===== src/rtl/hazard_ctrl_if.sv =====
// Pipeline-control bundle between the pipeline/memory side and hazard_ctrl.
// master drives the request/hazard inputs; slave (hazard_ctrl) returns the stall/flush controls.
interface hazard_ctrl_if #(
  parameter int unsigned CNT_W = 32
);
  logic             im_req;
  logic             im_ready;
  logic             dm_req;
  logic             dm_ready;
  logic             MEM_read_EXE;
  logic [4:0]       write_addr_EXE;
  logic [4:0]       Read_addr_1_ID;
  logic [4:0]       Read_addr_2_ID;
  logic             rs1_used_ID;
  logic             rs2_used_ID;
  logic             branch_taken_EXE;
  logic             jalr_EXE;
  logic             Istall;
  logic             Dstall;
  logic             flush;
  logic             flush_jalr;
  logic             pc_write;
  logic             IF_ID_write;
  logic             bus_timeout;
  logic [CNT_W-1:0] stall_cnt;

  modport master (
    output im_req, im_ready, dm_req, dm_ready, MEM_read_EXE, write_addr_EXE,
           Read_addr_1_ID, Read_addr_2_ID, rs1_used_ID, rs2_used_ID,
           branch_taken_EXE, jalr_EXE,
    input  Istall, Dstall, flush, flush_jalr, pc_write, IF_ID_write, bus_timeout, stall_cnt
  );

  modport slave (
    input  im_req, im_ready, dm_req, dm_ready, MEM_read_EXE, write_addr_EXE,
           Read_addr_1_ID, Read_addr_2_ID, rs1_used_ID, rs2_used_ID,
           branch_taken_EXE, jalr_EXE,
    output Istall, Dstall, flush, flush_jalr, pc_write, IF_ID_write, bus_timeout, stall_cnt
  );
endinterface


===== src/rtl/hazard_ctrl.sv =====
// Central pipeline control: memory-wait stalls with timeout, load-use bubbles and
// EXE redirects held pending across stalls so they are not lost.
module hazard_ctrl #(
  parameter int unsigned TIMEOUT = 255,
  parameter int unsigned CNT_W   = 32
) (
  input logic          clk,
  input logic          rst,
  hazard_ctrl_if.slave bus
);

  typedef enum logic {StIdle, StWait} wait_st_e;

  localparam logic [7:0]       TimeoutVal = 8'(TIMEOUT);
  localparam logic [CNT_W-1:0] CntOne     = {{(CNT_W-1){1'b0}}, 1'b1};

  wait_st_e         i_st_q, i_st_d, d_st_q, d_st_d;
  logic [7:0]       wcnt_i_q, wcnt_i_d, wcnt_d_q, wcnt_d_d;
  logic             br_pend_q, jalr_pend_q;
  logic [CNT_W-1:0] stall_cnt_q;

  logic istall, dstall, to_i, to_d, stall, redirect, lu;
  logic pc_write_c, if_id_write_c, flush_c, flush_jalr_c;

  always_ff @(posedge clk or negedge rst) begin
    if (!rst) begin
      i_st_q      <= StIdle;
      d_st_q      <= StIdle;
      wcnt_i_q    <= 8'd0;
      wcnt_d_q    <= 8'd0;
      br_pend_q   <= 1'b0;
      jalr_pend_q <= 1'b0;
      stall_cnt_q <= '0;
    end else begin
      i_st_q   <= i_st_d;
      d_st_q   <= d_st_d;
      wcnt_i_q <= wcnt_i_d;
      wcnt_d_q <= wcnt_d_d;
      if (stall) begin
        br_pend_q   <= br_pend_q | bus.branch_taken_EXE;
        jalr_pend_q <= jalr_pend_q | bus.jalr_EXE;
        stall_cnt_q <= stall_cnt_q + CntOne;
      end else begin
        br_pend_q   <= 1'b0;
        jalr_pend_q <= 1'b0;
      end
    end
  end

  // Instruction-side wait FSM; the request is latched by being in StWait.
  always_comb begin
    i_st_d   = i_st_q;
    wcnt_i_d = wcnt_i_q;
    istall   = 1'b0;
    to_i     = 1'b0;
    unique case (i_st_q)
      StIdle: begin
        if (bus.im_req && !bus.im_ready) begin
          istall   = 1'b1;
          i_st_d   = StWait;
          wcnt_i_d = 8'd1;
        end
      end
      StWait: begin
        if (bus.im_ready) begin
          i_st_d = StIdle;
        end else if (wcnt_i_q == TimeoutVal) begin
          i_st_d = StIdle;
          to_i   = 1'b1;
        end else begin
          istall   = 1'b1;
          wcnt_i_d = wcnt_i_q + 8'd1;
        end
      end
      default: i_st_d = StIdle;
    endcase
  end

  always_comb begin
    d_st_d   = d_st_q;
    wcnt_d_d = wcnt_d_q;
    dstall   = 1'b0;
    to_d     = 1'b0;
    unique case (d_st_q)
      StIdle: begin
        if (bus.dm_req && !bus.dm_ready) begin
          dstall   = 1'b1;
          d_st_d   = StWait;
          wcnt_d_d = 8'd1;
        end
      end
      StWait: begin
        if (bus.dm_ready) begin
          d_st_d = StIdle;
        end else if (wcnt_d_q == TimeoutVal) begin
          d_st_d = StIdle;
          to_d   = 1'b1;
        end else begin
          dstall   = 1'b1;
          wcnt_d_d = wcnt_d_q + 8'd1;
        end
      end
      default: d_st_d = StIdle;
    endcase
  end

  assign stall    = istall | dstall;
  assign redirect = bus.branch_taken_EXE | bus.jalr_EXE | br_pend_q | jalr_pend_q;
  assign lu = bus.MEM_read_EXE && (bus.write_addr_EXE != 5'd0) &&
              ((bus.rs1_used_ID && (bus.Read_addr_1_ID == bus.write_addr_EXE)) ||
               (bus.rs2_used_ID && (bus.Read_addr_2_ID == bus.write_addr_EXE)));

  // Redirect outranks load-use: the ID instruction is squashed anyway.
  always_comb begin
    pc_write_c    = 1'b1;
    if_id_write_c = 1'b1;
    flush_c       = 1'b0;
    flush_jalr_c  = 1'b0;
    if (stall) begin
      pc_write_c    = 1'b0;
      if_id_write_c = 1'b0;
    end else if (redirect) begin
      flush_c      = bus.branch_taken_EXE | br_pend_q;
      flush_jalr_c = bus.jalr_EXE | jalr_pend_q;
    end else if (lu) begin
      pc_write_c    = 1'b0;
      if_id_write_c = 1'b0;
      flush_c       = 1'b1;
    end
  end

  assign bus.Istall      = rst & istall;
  assign bus.Dstall      = rst & dstall;
  assign bus.flush       = rst & flush_c;
  assign bus.flush_jalr  = rst & flush_jalr_c;
  assign bus.pc_write    = rst & pc_write_c;
  assign bus.IF_ID_write = rst & if_id_write_c;
  assign bus.bus_timeout = rst & (to_i | to_d);
  assign bus.stall_cnt   = stall_cnt_q;

endmodule


===== src/flat_wrapper.sv =====
// flat-port wrapper written by rule: the top's interface ports become plain ports
module hazard_ctrl_flat 
#(
  parameter int unsigned TIMEOUT = 255,
  parameter int unsigned CNT_W   = 32
)
  (clk, rst, bus_im_req, bus_im_ready, bus_dm_req, bus_dm_ready, bus_MEM_read_EXE, bus_write_addr_EXE, bus_Read_addr_1_ID, bus_Read_addr_2_ID, bus_rs1_used_ID, bus_rs2_used_ID, bus_branch_taken_EXE, bus_jalr_EXE, bus_Istall, bus_Dstall, bus_flush, bus_flush_jalr, bus_pc_write, bus_IF_ID_write, bus_bus_timeout, bus_stall_cnt);
  hazard_ctrl_if #(.CNT_W(CNT_W)) bus_i ();
  input logic clk;
  input logic rst;
  input wire logic [$bits(bus_i.im_req)-1:0] bus_im_req;
  input wire logic [$bits(bus_i.im_ready)-1:0] bus_im_ready;
  input wire logic [$bits(bus_i.dm_req)-1:0] bus_dm_req;
  input wire logic [$bits(bus_i.dm_ready)-1:0] bus_dm_ready;
  input wire logic [$bits(bus_i.MEM_read_EXE)-1:0] bus_MEM_read_EXE;
  input wire logic [$bits(bus_i.write_addr_EXE)-1:0] bus_write_addr_EXE;
  input wire logic [$bits(bus_i.Read_addr_1_ID)-1:0] bus_Read_addr_1_ID;
  input wire logic [$bits(bus_i.Read_addr_2_ID)-1:0] bus_Read_addr_2_ID;
  input wire logic [$bits(bus_i.rs1_used_ID)-1:0] bus_rs1_used_ID;
  input wire logic [$bits(bus_i.rs2_used_ID)-1:0] bus_rs2_used_ID;
  input wire logic [$bits(bus_i.branch_taken_EXE)-1:0] bus_branch_taken_EXE;
  input wire logic [$bits(bus_i.jalr_EXE)-1:0] bus_jalr_EXE;
  output wire logic [$bits(bus_i.Istall)-1:0] bus_Istall;
  output wire logic [$bits(bus_i.Dstall)-1:0] bus_Dstall;
  output wire logic [$bits(bus_i.flush)-1:0] bus_flush;
  output wire logic [$bits(bus_i.flush_jalr)-1:0] bus_flush_jalr;
  output wire logic [$bits(bus_i.pc_write)-1:0] bus_pc_write;
  output wire logic [$bits(bus_i.IF_ID_write)-1:0] bus_IF_ID_write;
  output wire logic [$bits(bus_i.bus_timeout)-1:0] bus_bus_timeout;
  output wire logic [$bits(bus_i.stall_cnt)-1:0] bus_stall_cnt;
  assign bus_i.im_req = bus_im_req;
  assign bus_i.im_ready = bus_im_ready;
  assign bus_i.dm_req = bus_dm_req;
  assign bus_i.dm_ready = bus_dm_ready;
  assign bus_i.MEM_read_EXE = bus_MEM_read_EXE;
  assign bus_i.write_addr_EXE = bus_write_addr_EXE;
  assign bus_i.Read_addr_1_ID = bus_Read_addr_1_ID;
  assign bus_i.Read_addr_2_ID = bus_Read_addr_2_ID;
  assign bus_i.rs1_used_ID = bus_rs1_used_ID;
  assign bus_i.rs2_used_ID = bus_rs2_used_ID;
  assign bus_i.branch_taken_EXE = bus_branch_taken_EXE;
  assign bus_i.jalr_EXE = bus_jalr_EXE;
  assign bus_Istall = bus_i.Istall;
  assign bus_Dstall = bus_i.Dstall;
  assign bus_flush = bus_i.flush;
  assign bus_flush_jalr = bus_i.flush_jalr;
  assign bus_pc_write = bus_i.pc_write;
  assign bus_IF_ID_write = bus_i.IF_ID_write;
  assign bus_bus_timeout = bus_i.bus_timeout;
  assign bus_stall_cnt = bus_i.stall_cnt;
  hazard_ctrl #(.TIMEOUT(TIMEOUT), .CNT_W(CNT_W)) u_core (.clk(clk), .rst(rst), .bus(bus_i));
endmodule

===== config.mk =====
export PLATFORM = sky130hd
export DESIGN_NAME = hazard_ctrl_flat
export DESIGN_NICKNAME = d
export VERILOG_FILES = /design/src/rtl/hazard_ctrl_if.sv /design/src/rtl/hazard_ctrl.sv /design/src/flat_wrapper.sv
export SDC_FILE = /design/constraint.sdc
export NUM_CORES = 1
export LEC_CHECK = 0
export ABC_AREA = 1
export ABC_CLOCK_PERIOD_IN_PS = 2560
export CAP_MARGIN = 20
export CORE_UTILIZATION = 50
export CTS_CLUSTER_SIZE = 40
export DETAILED_ROUTE_END_ITERATION = 8
export PLACE_DENSITY = 0.73
export SLEW_MARGIN = 20
export SYNTH_ARGS = -nofsm -noshare
export SYNTH_HDL_FRONTEND = slang
export SYNTH_SLANG_ARGS = --single-unit

===== constraint.sdc =====
create_clock -name clk -period 2.56 [get_ports clk]
set_input_delay 0.64 -clock clk [delete_from_list [all_inputs] [get_ports clk]]
set_output_delay 0.64 -clock clk [all_outputs]
set_load 0.05 [all_outputs]

After elaboration in Yosys (flattened, before gate mapping) --
Cells that the tools add are included.
Word-level totals: logic and storage cells 79, register bits after elaboration 52, output and inout bits 39
Cells by class: multiplexer cells 32, add/sub/neg operators 3, bitwise logic cells 15, reduce and logical (&&, ||, !) cells 12, equality and inequality tests 10
Operator list (number):
- two-way mux 8 bit | 6
- adder 32 x 1 -> 32 bit (second input constant) | 1
- one-hot mux 8 bit (2 select lines) | 2
- two-way mux 1 bit | 22
- adder 8 x 1 -> 8 bit (second input constant) | 2
- equality test 8 bit (second input constant) | 2
- equality test 5 bit | 2
- inequality test 2 bit (second input constant) | 4
- OR 1 bit | 7
- AND 1 bit | 6
- logical AND 1 bit | 6
- AND reduction 3 bit | 2
- nonzero test 5 bit | 1
- inequality test 2 x 1 -> 1 bit (second input constant) | 2
- one-hot mux 1 bit (2 select lines) | 2
- zero test 1 bit | 2
- NOT 1 bit | 2
- logical OR 1 bit | 1

Depth between registers and ports, before layout --
depth in word-level cells 8, depth in mapped cells 11, depth with buffers taken out 10

Least setup slack after synthesis --
Ideal clock, no wire load.
kind flip-flop to output port, from register u_core.wcnt_i_q[0], to output port bus_pc_write, data required time 1.920 ns, arrival 2.310 ns, stages on the path, launching flop included 11, path slack -0.390 ns, cell sequence dfrtp_1 > ha_1 > nand2_1 > nor2_1 > nand2_2 > nand2_2 > nand2_4 > inv_2 > nand2_1 > a21oi_1 > buf_4
Between the ends: word-level cells in the longest chain between the ends 7
RTL lines:
- start: declaration | RTL line hazard_ctrl.sv:18 | logic [7:0] wcnt_i_q, wcnt_i_d, wcnt_d_q, wcnt_d_d;
- start signal: assignment | RTL line hazard_ctrl.sv:37 | wcnt_i_q <= wcnt_i_d;
- equality test 8 bit | RTL line hazard_ctrl.sv:67 | end else if (wcnt_i_q == TimeoutVal) begin
- two-way mux 1 bit | RTL line hazard_ctrl.sv:67
- two-way mux 1 bit | RTL line hazard_ctrl.sv:65 | if (bus.im_ready) begin
- one-hot mux 1 bit (2 select lines) | RTL line hazard_ctrl.sv:56 | unique case (i_st_q)
- OR 1 bit | RTL line hazard_ctrl.sv:107 | assign stall = istall | dstall;
- two-way mux 1 bit
- AND 1 bit
- end: declaration | RTL line flat_wrapper.sv:27 | output wire logic [$bits(bus_i.pc_write)-1:0] bus_pc_write;
Every way passes these cells.

Final worst setup path --
from input port bus_rs1_used_ID, to output port bus_flush
Between the ends: word-level cells in the longest chain between the ends 7
RTL lines:
- start: declaration | RTL line flat_wrapper.sv:19 | input wire logic [$bits(bus_i.rs1_used_ID)-1:0] bus_rs1_used_ID;
- logical AND 1 bit | RTL line hazard_ctrl.sv:110 | ((bus.rs1_used_ID && (bus.Read_addr_1_ID == bus.write_addr_EXE)) ||
- logical OR 1 bit | RTL line hazard_ctrl.sv:110
- logical AND 1 bit | RTL line hazard_ctrl.sv:109 | assign lu = bus.MEM_read_EXE && (bus.write_addr_EXE != 5'd0) &&
- two-way mux 1 bit | RTL line hazard_ctrl.sv:125 | end else if (lu) begin
- two-way mux 1 bit | RTL line hazard_ctrl.sv:122 | end else if (redirect) begin
- two-way mux 1 bit | RTL line hazard_ctrl.sv:119 | if (stall) begin
- AND 1 bit | RTL line hazard_ctrl.sv:134 | assign bus.flush = rst & flush_c;
- end: declaration | RTL line flat_wrapper.sv:25 | output wire logic [$bits(bus_i.flush)-1:0] bus_flush;
Every way passes these cells.

==> summary.md <==
| Metric | Value |
|---|---|
| Run status | complete, but fails checks |
| Violated checks | design-rule violations |
| Final-report setup violation count | 0 |
| Count of max-cap constraint violations | 0 |
| Number of antenna violations at the first check in global routing | 0 |
| Number of nets in the finished design | 606 |
| Endpoint kind of the worst setup timing path | primary output |
| Portion of total power attributed to the clock network | 25.7% |
| Critical path data required time | 1.92 ns |
| Net Count, Synth | 523 |
| TritonCTS clock tree | built |
| Global routing usage on met1 | 31.7% |
| Post-detailed-route via-to-cell ratio | 5.05 |
| Initial cell density of the core | 52.5% |
| Drt drc | 4 |
| Classification of the worst setup path | in2out |
| Wire length of the first global-routing pass | 14000 um |
| ANT nets after route | 0 |
| Area taken by flip-flops and latches | 1300 sq um |
| Main area contributors after synthesis | sky130_fd_sc_hd__dfrtp_1 (39%), sky130_fd_sc_hd__nand2_1 (21%), sky130_fd_sc_hd__nor2_1 (8.5%) |
| Switch Pwr | 829 uW |
| Achievable Freq | 400 MHz |
| Filler cell count | 564 |
| Worst R2R End | u_core.bus.stall_cnt[22]$_DFFE_PN0P_ |
| Clk Tree Root Cell | sky130_fd_sc_hd__clkbuf_8 |
| Post-layout min period | 2.50 ns |
| Number of cell rows | 29 |
| Deepest clock path buffer count | 2 |
| Async set or reset register ratio after synthesis | 100% |
| Drt wl/cell | 12.5 um |
| Worst R2R Start | u_core.wcnt_i_q[1]$_DFFE_PN0P_ |
| Cell type with the largest total area after synthesis | sky130_fd_sc_hd__dfrtp_1 |
| Htree depth | 2 |
| Clock Skew | 0.00868 ns |
| Crit-path max FO | 2 |
| Grt met3 use | 3.86% |
| Share of total power in sequential cells | 43.0% |
| Share of the clock period used by the worst path after layout | 97.7% |
| Die width | 84.1 um |
| TritonRoute pass-1 iters | 6 |
| Worst min-delay path class | in2async |
| Top FF cell, synth | sky130_fd_sc_hd__dfrtp_1 |
| Post-route design area | 4460 sq um |
| Area of the multi-input gates | 1900 sq um |
| Net Sw Frac | 36.3% |
| Placed inst area | 4220 sq um |
| Fraction of layout instances using a drive strength above 1 | 13.8% |
| PwrDens | 513 nW/um^2 |
| Syn avg cell area | 6.82 sq um |
| # placed instances | 642 |
| Relative contribution of combinational cells to total power | 31.3% |
| Most heavily used metal layer in global routing | met2 |
| Yosys Warn Count | 0 |
| Ant diodes | 0 |
| Leakage power total | 2.04 nW |
| Maximum vdd ir drop | 329 uV |
| Top-level I/O count | 65 |
| Number of flops mapped to enable cells by yosys | 0 |
| Overall Global Routing Usage | 24.4% |
| Gr ovfl total | 0 |
| Met2 track demand over resource | 41.8% |
| Post-synthesis instance area | 3370 sq um |
| Hold-fix buffers at CTS | 0 |
| Internal power contribution | 1.46 mW |
| Total length of routed wires | 8160 um |
| Slew of the pin with the lowest slew margin | 0.533 ns |
| Clock network latency to the later pin of the worst-skew pair | 0.31 ns |
| Maximum number of pins on one net before global-route repair | 36 |
| Most common cell after layout, fill and taps aside | sky130_fd_sc_hd__nand2_1 |
| Number of standard cells in the final layout excluding fillers | 655 |
| Via count of the first global-routing pass | 3151 |
| Synthesis-to-layout area growth | 32.3% |
| Capture point of the critical path | bus_flush |
| TritonCTS buffer count | 5 |
| Port Buffer Count | 64 |
| Launching instance or port of the critical path | bus_rs1_used_ID |
| Total die area | 7070 sq um |
| Top library cells by usage in the layout, fill and taps aside | sky130_fd_sc_hd__nand2_1 (188), sky130_fd_sc_hd__nor2_1 (73), sky130_fd_sc_hd__dfrtp_1 (52) |
| Floorplan core area | 6420 sq um |
| Detailed-route via count | 3307 |
| Slack of the worst reg-to-reg path | 0.62 ns |
| Data arrival at the endpoint of the critical path | 1.86 ns |
| # clock sinks | 52 |
| Reg2Reg Depth | 10 |
| Synth unique cells | 28 |
| Worst slew margin relative to its limit | 64.4% |
| Post-detail-place hpwl | 6110 um |
| Post-synthesis register bit count | 52 |
| Clock-pin slew of the registers on the worst-case setup and hold paths | 0.10 ns |
| RePlAce Congestion | 0.848 |
| Sequential share of the synthesized area | 38.6% |
| Iter 0 DRT Violations | 139 |
| Synthesized netlist cell count | 494 |
| Category of the worst setup path launch point | primary input |
| Hold Fails Final Rpt | 0 |
| Share of Yosys cell area claimed by the top area cell type | 38.6% |
| Height of the die | 84.1 um |
| Final slew viol count | 0 |
[how the worst min path moves through the flow]
stage	to	slack [ns]	cells after the start
floorplan	u_core.br_pend_q$_DFF_PN0_	0.34	0
global placement	u_core.wcnt_d_q[6]$_DFFE_PN0P_	0.45	1
detailed placement	u_core.wcnt_i_q[7]$_DFFE_PN0P_	0.46	1
CTS	u_core.wcnt_i_q[7]$_DFFE_PN0P_	0.12	1
global route	u_core.wcnt_i_q[7]$_DFFE_PN0P_	0.12	1
finish	u_core.wcnt_i_q[7]$_DFFE_PN0P_	0.13	1
[power groups by stage]
stage,clock (mW),combinational (mW),sequential (mW)
6_report,0.588,0.715,0.983
5_1_grt,0.629,0.765,0.998
4_1_cts,0.595,0.693,0.979
3_5_place_dp,0,0.686,0.996
3_3_place_gp,0,0.672,0.995
2_1_floorplan,0,0.272,1.15
[registers in the layout (all words and copies together), names as in the netlist]
name and cells:
u_core.bus.stall_cnt 32, u_core.wcnt_i_q 8, u_core.wcnt_d_q 8, u_core.br_pend_q 1
u_core.i_st_q 1, u_core.jalr_pend_q 1, u_core.d_st_q 1
[logic make-up after synthesis]
group	after synthesis	share of synthesized area (%)
AO/OA/AOI/OAI	24	3.90
XOR/XNOR	19	4.94
adder cells (fa/ha/maj)	3	1.11
buffers and inverters	58	7.72
flip-flops	52	38.6
AND/OR/NAND/NOR	338	43.7
[synth_stat cells, types with 4 or more instances]
| cell type | number |
|---|---|
| sky130_fd_sc_hd__nand3_1 | 23 |
| sky130_fd_sc_hd__inv_1 | 49 |
| sky130_fd_sc_hd__nor2_2 | 6 |
| sky130_fd_sc_hd__o21ai_0 | 10 |
| sky130_fd_sc_hd__nand3b_1 | 12 |
| sky130_fd_sc_hd__dfrtp_1 | 52 |
| sky130_fd_sc_hd__nor2_4 | 5 |
| sky130_fd_sc_hd__xnor2_1 | 16 |
| sky130_fd_sc_hd__nor2_1 | 76 |
| sky130_fd_sc_hd__buf_6 | 5 |
| sky130_fd_sc_hd__a21oi_1 | 8 |
| sky130_fd_sc_hd__nand3_2 | 4 |
| sky130_fd_sc_hd__nand2_1 | 191 |
| sky130_fd_sc_hd__nand4_1 | 4 |
| sky130_fd_sc_hd__nand2_2 | 10 |
[layout make-up]
class / instances / share of cell area (%)
Tap cell: 77 / 2.16
Clock inverter: 3 / 1.04
Clock buffer: 5 / 1.54
Inverter: 51 / 4.46
Sequential cell: 52 / 29.2
Multi-Input combinational cell: 384 / 42.7
Timing Repair Buffer: 83 / 18.9
[stage by stage]
stage	setup TNS, ns	setup slack [ns]	utilization [%]	power, mW	hold slack, ns
6_report	0	0.0578	69.4	2.29	0.132
3_3_place_gp	-0.397	-0.142	65.7	1.67	0.451
5_1_grt	-0.113	-0.0500	69.4	2.39	0.125
3_5_place_dp	-0.377	-0.133	65.7	1.68	0.462
4_1_cts	0	0.00794	68.0	2.27	0.120
2_1_floorplan	-0.0522	-0.0522	-	1.42	0.344
[routing by layer]
layer	part of all wire (%)	routed length, um
met5	0	0
met3	5.7	462
met2	47	3870
met4	1.5	126
met1	45	3690
[what timing repair did]
item	CTS	global route
pin swaps	16	14
setup buffers	2	3
gates resized for setup	29	15
setup endpoints to repair	4	6
[worst max-delay path, cell delays in order]
cell and delay, ns:
sky130_fd_sc_hd__clkdlybuf4s50_1 0.46, sky130_fd_sc_hd__nand2_1 0.05, sky130_fd_sc_hd__nor2_1 0.11, sky130_fd_sc_hd__nand3_1 0.12, sky130_fd_sc_hd__nand2_2 0.11, sky130_fd_sc_hd__nand2_2 0.07
sky130_fd_sc_hd__a21oi_4 0.14, sky130_fd_sc_hd__buf_12 0.15
Power figures use the tool's default switching activity.
